`src/rtl/hsync_line_tracker.sv`:
```
// hsync_line_tracker: receive-side HSync tracker. Synchronizes the incoming
// HSync, measures rise-to-rise period and high width, and locks after
// LOCK_LINES consecutive lines within tolerance. While locked, hPos follows
// the transmitter's horizontal count with a fixed 3-clock lag.
// Optional feature macro: HSYNC_ERRCNT_EN (bad-line counter while locked).
module hsync_line_tracker #(
  parameter int H_TOTAL    = 1600,
  parameter int H_PULSE    = 1408,
  parameter int TOL        = 2,
  parameter int LOCK_LINES = 4
) (
  input  logic        clk,
  input  logic        rst_n,
  input  logic        HSync,
  output logic        locked,
  output logic        lineStart,
  output logic [10:0] hPos,
  output logic [10:0] lineLength,
  output logic [10:0] highWidth,
  output logic [7:0]  errCount
);

  localparam logic [1:0] SEARCH = 2'd0;
  localparam logic [1:0] VERIFY = 2'd1;
  localparam logic [1:0] LOCKED = 2'd2;

  localparam logic [10:0]        CNT_MAX   = 11'h7FF;
  localparam logic [10:0]        HPOS_LAST = 11'(H_TOTAL - 1);
  localparam logic [10:0]        TOTAL_W   = 11'(H_TOTAL);
  localparam logic [10:0]        PULSE_W   = 11'(H_PULSE);
  localparam logic signed [11:0] TOL_S     = 12'(TOL);
  localparam logic [7:0]         GOOD_LAST = 8'(LOCK_LINES - 1);

  logic        hsMeta, hsS, hsD;
  logic        rise, fall;
  logic [10:0] perCnt, highCnt;
  logic [1:0]  state;
  logic [7:0]  goodCnt;
  logic [1:0]  badRun;
  logic        lineValid, timeout;

  // Saturating 11-bit increment shared by both measurement counters.
  function automatic logic [10:0] satInc11(input logic [10:0] v);
    return (v == CNT_MAX) ? v : v + 11'd1;
  endfunction

  // |meas - target| <= TOL, computed in 12-bit signed so nothing wraps.
  function automatic logic withinTol(input logic [10:0] meas, input logic [10:0] target);
    logic signed [11:0] diff;
    diff = $signed({1'b0, meas}) - $signed({1'b0, target});
    return (diff <= TOL_S) && (diff >= -TOL_S);
  endfunction

  assign rise      = hsS & ~hsD;
  assign fall      = ~hsS & hsD;
  // A line is judged in the lineStart cycle, when lineLength holds the fresh period.
  assign lineValid = withinTol(lineLength, TOTAL_W) && withinTol(highWidth, PULSE_W);
  // A rise coinciding with saturation takes priority over the timeout.
  assign timeout   = (perCnt == CNT_MAX) && !rise;
  assign locked    = (state == LOCKED);

  // Two-flop synchronizer plus the delayed copy used for edge detection.
  always_ff @(posedge clk or negedge rst_n) begin
    if (!rst_n) begin
      hsMeta <= 1'b0;
      hsS    <= 1'b0;
      hsD    <= 1'b0;
    end else begin
      hsMeta <= HSync;
      hsS    <= hsMeta;
      hsD    <= hsS;
    end
  end

  // Period measurement, line-start pulse and regenerated position count.
  always_ff @(posedge clk or negedge rst_n) begin
    if (!rst_n) begin
      perCnt     <= '0;
      lineLength <= '0;
      lineStart  <= 1'b0;
      hPos       <= '0;
    end else begin
      lineStart <= rise;
      if (rise) begin
        lineLength <= perCnt;
        perCnt     <= 11'd1;
        hPos       <= 11'd1;
      end else begin
        perCnt <= satInc11(perCnt);
        hPos   <= (hPos == HPOS_LAST) ? 11'd0 : hPos + 11'd1;
      end
    end
  end

  // High-width measurement, captured on the synchronized falling edge.
  always_ff @(posedge clk or negedge rst_n) begin
    if (!rst_n) begin
      highCnt   <= '0;
      highWidth <= '0;
    end else if (fall) begin
      highWidth <= highCnt;
      highCnt   <= '0;
    end else if (hsS) begin
      highCnt <= satInc11(highCnt);
    end
  end

  // Lock FSM: SEARCH -> VERIFY -> LOCKED, two consecutive bad lines or a timeout unlock.
  always_ff @(posedge clk or negedge rst_n) begin
    if (!rst_n) begin
      state   <= SEARCH;
      goodCnt <= '0;
      badRun  <= '0;
    end else if (lineStart) begin
      case (state)
        SEARCH: begin
          state   <= VERIFY;
          goodCnt <= '0;
          badRun  <= '0;
        end
        VERIFY: begin
          if (!lineValid) begin
            goodCnt <= '0;
          end else begin
            goodCnt <= goodCnt + 8'd1;
            if (goodCnt == GOOD_LAST) state <= LOCKED;
          end
        end
        LOCKED: begin
          if (lineValid) begin
            badRun <= '0;
          end else if (badRun == 2'd1) begin
            state   <= SEARCH;
            badRun  <= '0;
            goodCnt <= '0;
          end else begin
            badRun <= badRun + 2'd1;
          end
        end
        default: begin
          state   <= SEARCH;
          goodCnt <= '0;
          badRun  <= '0;
        end
      endcase
    end else if (timeout) begin
      state   <= SEARCH;
      goodCnt <= '0;
      badRun  <= '0;
    end
  end

`ifdef HSYNC_ERRCNT_EN
  // Saturating count of invalid lines seen while locked; cleared only by reset.
  always_ff @(posedge clk or negedge rst_n) begin
    if (!rst_n) begin
      errCount <= '0;
    end else if (lineStart && locked && !lineValid && errCount != 8'hFF) begin
      errCount <= errCount + 8'd1;
    end
  end
`else
  assign errCount = '0;
`endif

endmodule

```
`config.mk`:
```
export PLATFORM = sky130hd
export DESIGN_NAME = hsync_line_tracker
export DESIGN_NICKNAME = d
export VERILOG_FILES = /design/src/rtl/hsync_line_tracker.sv
export SDC_FILE = /design/constraint.sdc
export NUM_CORES = 1
export LEC_CHECK = 0
export ABC_AREA = 0
export CORE_UTILIZATION = 36
export CTS_BUF_LIST = sky130_fd_sc_hd__clkbuf_8
export DETAILED_ROUTE_END_ITERATION = 6
export GPL_TIMING_DRIVEN = 1
export SLEW_MARGIN = 20
export SYNTH_ARGS = -nofsm -noshare
export SYNTH_HDL_FRONTEND = slang
export SYNTH_SLANG_ARGS = --single-unit
```
`constraint.sdc`:
```
create_clock -name clk -period 6.3 [get_ports clk]
set_input_delay 1.26 -clock clk [delete_from_list [all_inputs] [get_ports clk]]
set_output_delay 1.26 -clock clk [all_outputs]
set_load 0.02 [all_outputs]
```
# ---- Yosys cells after proc, flatten, opt, wreduce, memory -nomap -nowiden
# Index checks and enable logic that the tools add are counted.
dict set report word_totals {
  regBits 71
  wordCells 77
}
dict set report classes {
  n_addsub 7
  magnitude_cmp 4
  eq_ne 14
  muxes 24
  bitwise 4
  reduce_logical 12
}
# cell n
set ops {}
lappend ops {{11-bit two-way mux} 7}
lappend ops {{8-bit two-way mux} 5}
lappend ops {{11-bit by 1-bit adder with 11-bit output, second input constant} 3}
lappend ops {{11-bit == test, second input constant} 3}
lappend ops {{12-bit by 2-bit greater-or-equal comparator with 1-bit output, second input constant} 2}
lappend ops {{12-bit by 3-bit less-or-equal comparator with 1-bit output, second input constant} 2}
lappend ops {{11-bit by 11-bit subtractor with 12-bit output, second input constant} 2}
lappend ops {{2-bit two-way mux} 9}
lappend ops {{8-bit case mux with 2 select lines} 1}
lappend ops {{3-bit != test, second input constant} 3}
lappend ops {{8-bit by 1-bit adder with 8-bit output, second input constant} 1}
lappend ops {{8-bit by 2-bit == test with 1-bit output, second input constant} 1}
lappend ops {{2-bit != test, second input constant} 3}
lappend ops {{2-bit case mux with 3 select lines} 1}
lappend ops {{5-bit AND reduction} 1}
lappend ops {{2-bit by 1-bit == test with 1-bit output, second input constant} 2}
lappend ops {{1-bit logical AND} 4}
lappend ops {{2-bit case mux with 2 select lines} 1}
lappend ops {{2-bit AND reduction} 2}
lappend ops {{2-bit nonzero test} 2}
lappend ops {{3-bit by 2-bit != test with 1-bit output, second input constant} 1}
lappend ops {{3-bit AND reduction} 1}
lappend ops {{2-bit by 1-bit adder with 2-bit output, second input constant} 1}
lappend ops {{1-bit AND} 2}
lappend ops {{4 further kinds} 5}

# ---- Depth between registers and ports, before layout
dict set report logic_depth {
  ltp_word 7
  depth_mapped 8
}

# ---- Worst setup path before layout
# Ideal clock, no wire load.
dict set report synth_timing {
  path_type {register to register}
  startpoint {register lineLength[6]}
  endpoint {register badRun[1]}
  arrival_time_ns 2.105
  required_time_ns 6.176
  setup_slack_ns 4.071
  stages_incl_launch_ff 9
  period_less_slack_ns 2.229
  cell_sequence {dfrtp_1 > inv_1 > ha_1 > xnor2_1 > nand3_1 > a2111oi_4 > a2bb2oi_4 > nor3_1 > o31a_1}
}
dict set report synth_between {
  elab_chain_cells 7
}
# element line
set synth_rtl {}
lappend synth_rtl {{from (decl)} 18} ;# output logic [10:0] lineLength,
lappend synth_rtl {{from (signal assigned)} 85} ;# lineLength <= perCnt;
lappend synth_rtl {{11-bit by 11-bit subtractor with 12-bit output (*)} 50} ;# diff = $signed({1'b0, meas}) - $signed({1'b0, target});
lappend synth_rtl {{12-bit by 3-bit less-or-equal comparator with 1-bit output / 12-bit by 2-bit greater-or-equal comparator with 1-bit output (equally long branches)} 51} ;# return (diff <= TOL_S) && (diff >= -TOL_S);
lappend synth_rtl {{1-bit logical AND (*)} 51}
lappend synth_rtl {{1-bit logical AND (*)} 57} ;# assign lineValid = withinTol(lineLength, TOTAL_W) && withinTol(highWidth, PULSE_W);
lappend synth_rtl {{2-bit two-way mux (*)} 130} ;# if (lineValid) begin
lappend synth_rtl {{2-bit case mux with 2 select lines (*)} 115} ;# case (state)
lappend synth_rtl {{2-bit two-way mux (*)} 114} ;# end else if (lineStart) begin
lappend synth_rtl {{to (signal assigned)} 137} ;# badRun <= badRun + 2'd1;
lappend synth_rtl {{to (decl)} 39} ;# logic [1:0] badRun;
# Every way passes the cells marked *; elsewhere a longest branch is shown, timed or not.
# A chain may end at the register's enable or synchronous reset.

# ---- Final worst setup path
dict set report layout_timing {
  startpoint {register state[0]}
  endpoint {output locked}
}
dict set report layout_between {
  elab_chain_cells 1
}
# element line
set layout_rtl {}
lappend layout_rtl {{from (decl)} 37} ;# logic [1:0] state;
lappend layout_rtl {{from (signal assigned)} 111} ;# state <= SEARCH;
lappend layout_rtl {{from (signal assigned)} 117} ;# state <= VERIFY;
lappend layout_rtl {{from (signal assigned)} 126} ;# if (goodCnt == GOOD_LAST) state <= LOCKED;
lappend layout_rtl {{2-bit == test} 60} ;# assign locked = (state == LOCKED);
lappend layout_rtl {{to (decl)} 15} ;# output logic locked,
# No other way between the ends.

==> impl_metrics.toml <==
[sta]
maxSlewViolCount = 0
worst_slew_pin_slew_ns = 1.02
relSlewSlack = 0.318
timing.final.ws_setup_ns = 3.42
rsz0062_at_grt = "false"
fin_skew_ns = 0.00873
hold_viol = 0
setup_viol = 0
period_minus_slack_ns = 2.88
timing.fmax_mhz = 347
finalSetupTns_ns = 0
finalCritPeriodShare = 0.457

[layout]
drive_gt1_frac = 0.0713
design_area_sq_um = 4330
area_growth_pct = 18.8
fin_nets = 442
fin_cells = 568
antenna_cells = 0

[critical_path]
critPathBufInv = 1
cp-end-kind = "primary output"
cp_top_family = "buffers and inverters"
r2r_end = "goodCnt[4]"
cp.arrival_ns = 1.62
required_ns = 5.04
r2r_setup_slack_ns = 3.73
worst_path_max_delay_cell = "clkdlybuf4s50_1"
crit_chain = "nor2b_1, clkdlybuf4s50_1"
cp.depth = 2
worstPathMaxFanout = 5
startpoint_type = "flop"
path_class = "flop to primary output"
r2r_start = "hsS"
r2r_cells = 6
critPathMaxStageDelay_ns = 0.65

[floorplan]
die_height_um = 103
num_rows = 36
io_pins = 46
die_area_sq_um = 10500
fp.dieW_um = 103
design.core.area_sq_um = 9770
start_util = 0.373

[job]
cap_violations = 0

[place]
io_buffers = 37
dp.cells = 552
dp_slack_ns = 3.71
place_area_sq_um = 4120
place.gp.congestion = 0.795
place_hpwl_um = 5580

[clock_tree]
root_buffer = "clkbuf_8"
clk_pin_slew_ns = 0.07
cts_tree = "yes"
h-tree-depth = 3
cts_buffers = 9
cts_resized = 0
holdBufCountCts = 0
clkLatencyLatePin_ns = 0.33
clock_path_buffers = 2
cts_setup_buffers = 0
cts_sinks = 71

[grt]
globalRouteOverflowTotal = 0
grt_pass1_vias = 2753
grt_usage = 0.165
grt_max_degree = 72
antenna_found_initial = 0
grt_pass1_wl_um = 13300

[logic_synthesis]
synth_top_area_cell = "dfrtp_1"
postSynthAreaPerCell_sq_um = 9.34
yosysWarningCount = 0
synthCells = 390
yosysUniqueCellTypes = 53
ys.flop_type = "dfrtp_1"
synth-edff-count = 0
seq_area_frac_synth = 0.488
synthArstFlopShare = 1.00
synth_area_leaders = "dfrtp_1, nand2_1, nor2_1, xor2_1, ha_1"
ys_seq_elements = 71
ys_top_cells_by_count = "nand2_1, dfrtp_1, nor2_1"
yosysTopAreaCellShare = 0.488
synth.most_common_cell = "nand2_1"
synth_area_sq_um = 3640

[routing]
routed_wl_um = 7910
dr.pass1.iters = 5
num_vias = 2809
drtIter0Drc = 193
final_antenna_net_count = 0
wl_per_cell_um = 13.9
via_per_inst = 4.95
drc = 0

[power]
total_leakage_power_nw = 1.96
powerDensity_nw_per_um2 = 257
total_power_mw = 1.11
ir_drop_mv = 0.123

[min_path]
hold_class = "flop to flop"
hold-path-cell-count = 0
whs_endpoint = "hsS"
hp-start = "hsMeta"

[outcome]
outcome = "completed"
-- final cells by class --
cell class	instances	area [sq um]
clock buffer	11	151
clock inverter	5	57.6
fill	958	5450
inverter	10	37.5
multi-input combinational	300	1770
sequential	71	1780
tap	133	166
timing repair buffer	38	373
-- logic make-up after synthesis --
| group | after synthesis | synth area share |
|---|---|---|
| AND/OR/NAND/NOR | 196 | 0.259 |
| flip-flops | 71 | 0.488 |
| AO/OA/AOI/OAI | 63 | 0.128 |
| buffers and inverters | 26 | 0.0350 |
| XOR/XNOR | 22 | 0.0529 |
| adder cells (fa/ha/maj) | 9 | 0.0309 |
| multiplexers | 2 | 0.00549 |
| other | 1 | 0.00103 |
-- registers in the layout (all words and copies together), names as in the netlist, 2 cells and up --
name / flops
highWidth: 11
state: 2
hPos: 11
perCnt: 11
goodCnt: 8
highCnt: 11
badRun: 2
lineLength: 11
-- power breakdown --
group	internal [mW]	switching, mW	leakage [nW]	total, mW
clock	0.204	0.171	0.103	0.374
combinational	0.0794	0.105	0.903	0.184
sequential	0.498	0.0539	0.957	0.552
total	0.782	0.329	1.96	1.11
-- through the flow --
stage,hold WS (ns),util
final,0.403,0.443
after global routing,0.415,0.443
after CTS,0.398,0.443
after detailed placement,0.381,0.421
after global placement,0.386,0.421
after floorplan,0.331,-
-- layer usage --
layer  track usage  vias to the layer above  part of all wire
met5             0                        -                 0
met4        0.0495                        0            0.0056
met3        0.0339                        5             0.031
met2         0.258                       49              0.47
met1         0.231                     1344              0.49
li1              -                     1411                 -
-- how the worst max path moves through the flow --
stage                             start         end
final                          state[0]      locked
after CTS                      state[0]      locked
after global placement         state[0]      locked
after global routing           state[0]      locked
after floorplan           lineLength[6]   badRun[1]
after detailed placement            hsD  goodCnt[6]
-- cells in the final DEF, fill, tap and decap left out, types with 2 or more instances in the layout --
master and count:
and4_1 5, a21oi_1 12, nand2_1 86, nor2_1 41, xor2_1 13, xnor2_1 9
conb_1 8, mux2i_1 2, or2_2 2, clkbuf_8 11, nand3_1 16, nand2b_1 3
a31oi_1 3, dfrtp_1 71, nor4bb_1 2, ha_1 9, o31a_1 2, inv_1 11
clkdlybuf4s50_1 36, o31ai_1 2, and3_1 5, nand4_1 6, nor3_1 10, a211oi_1 3
o2111ai_1 2, clkinvlp_4 2, and4b_1 2, and4_2 2, nor2b_1 7, a211o_1 4
a22o_1 3, o21ai_0 20
Note: power is estimated with default switching activity, not from simulation.
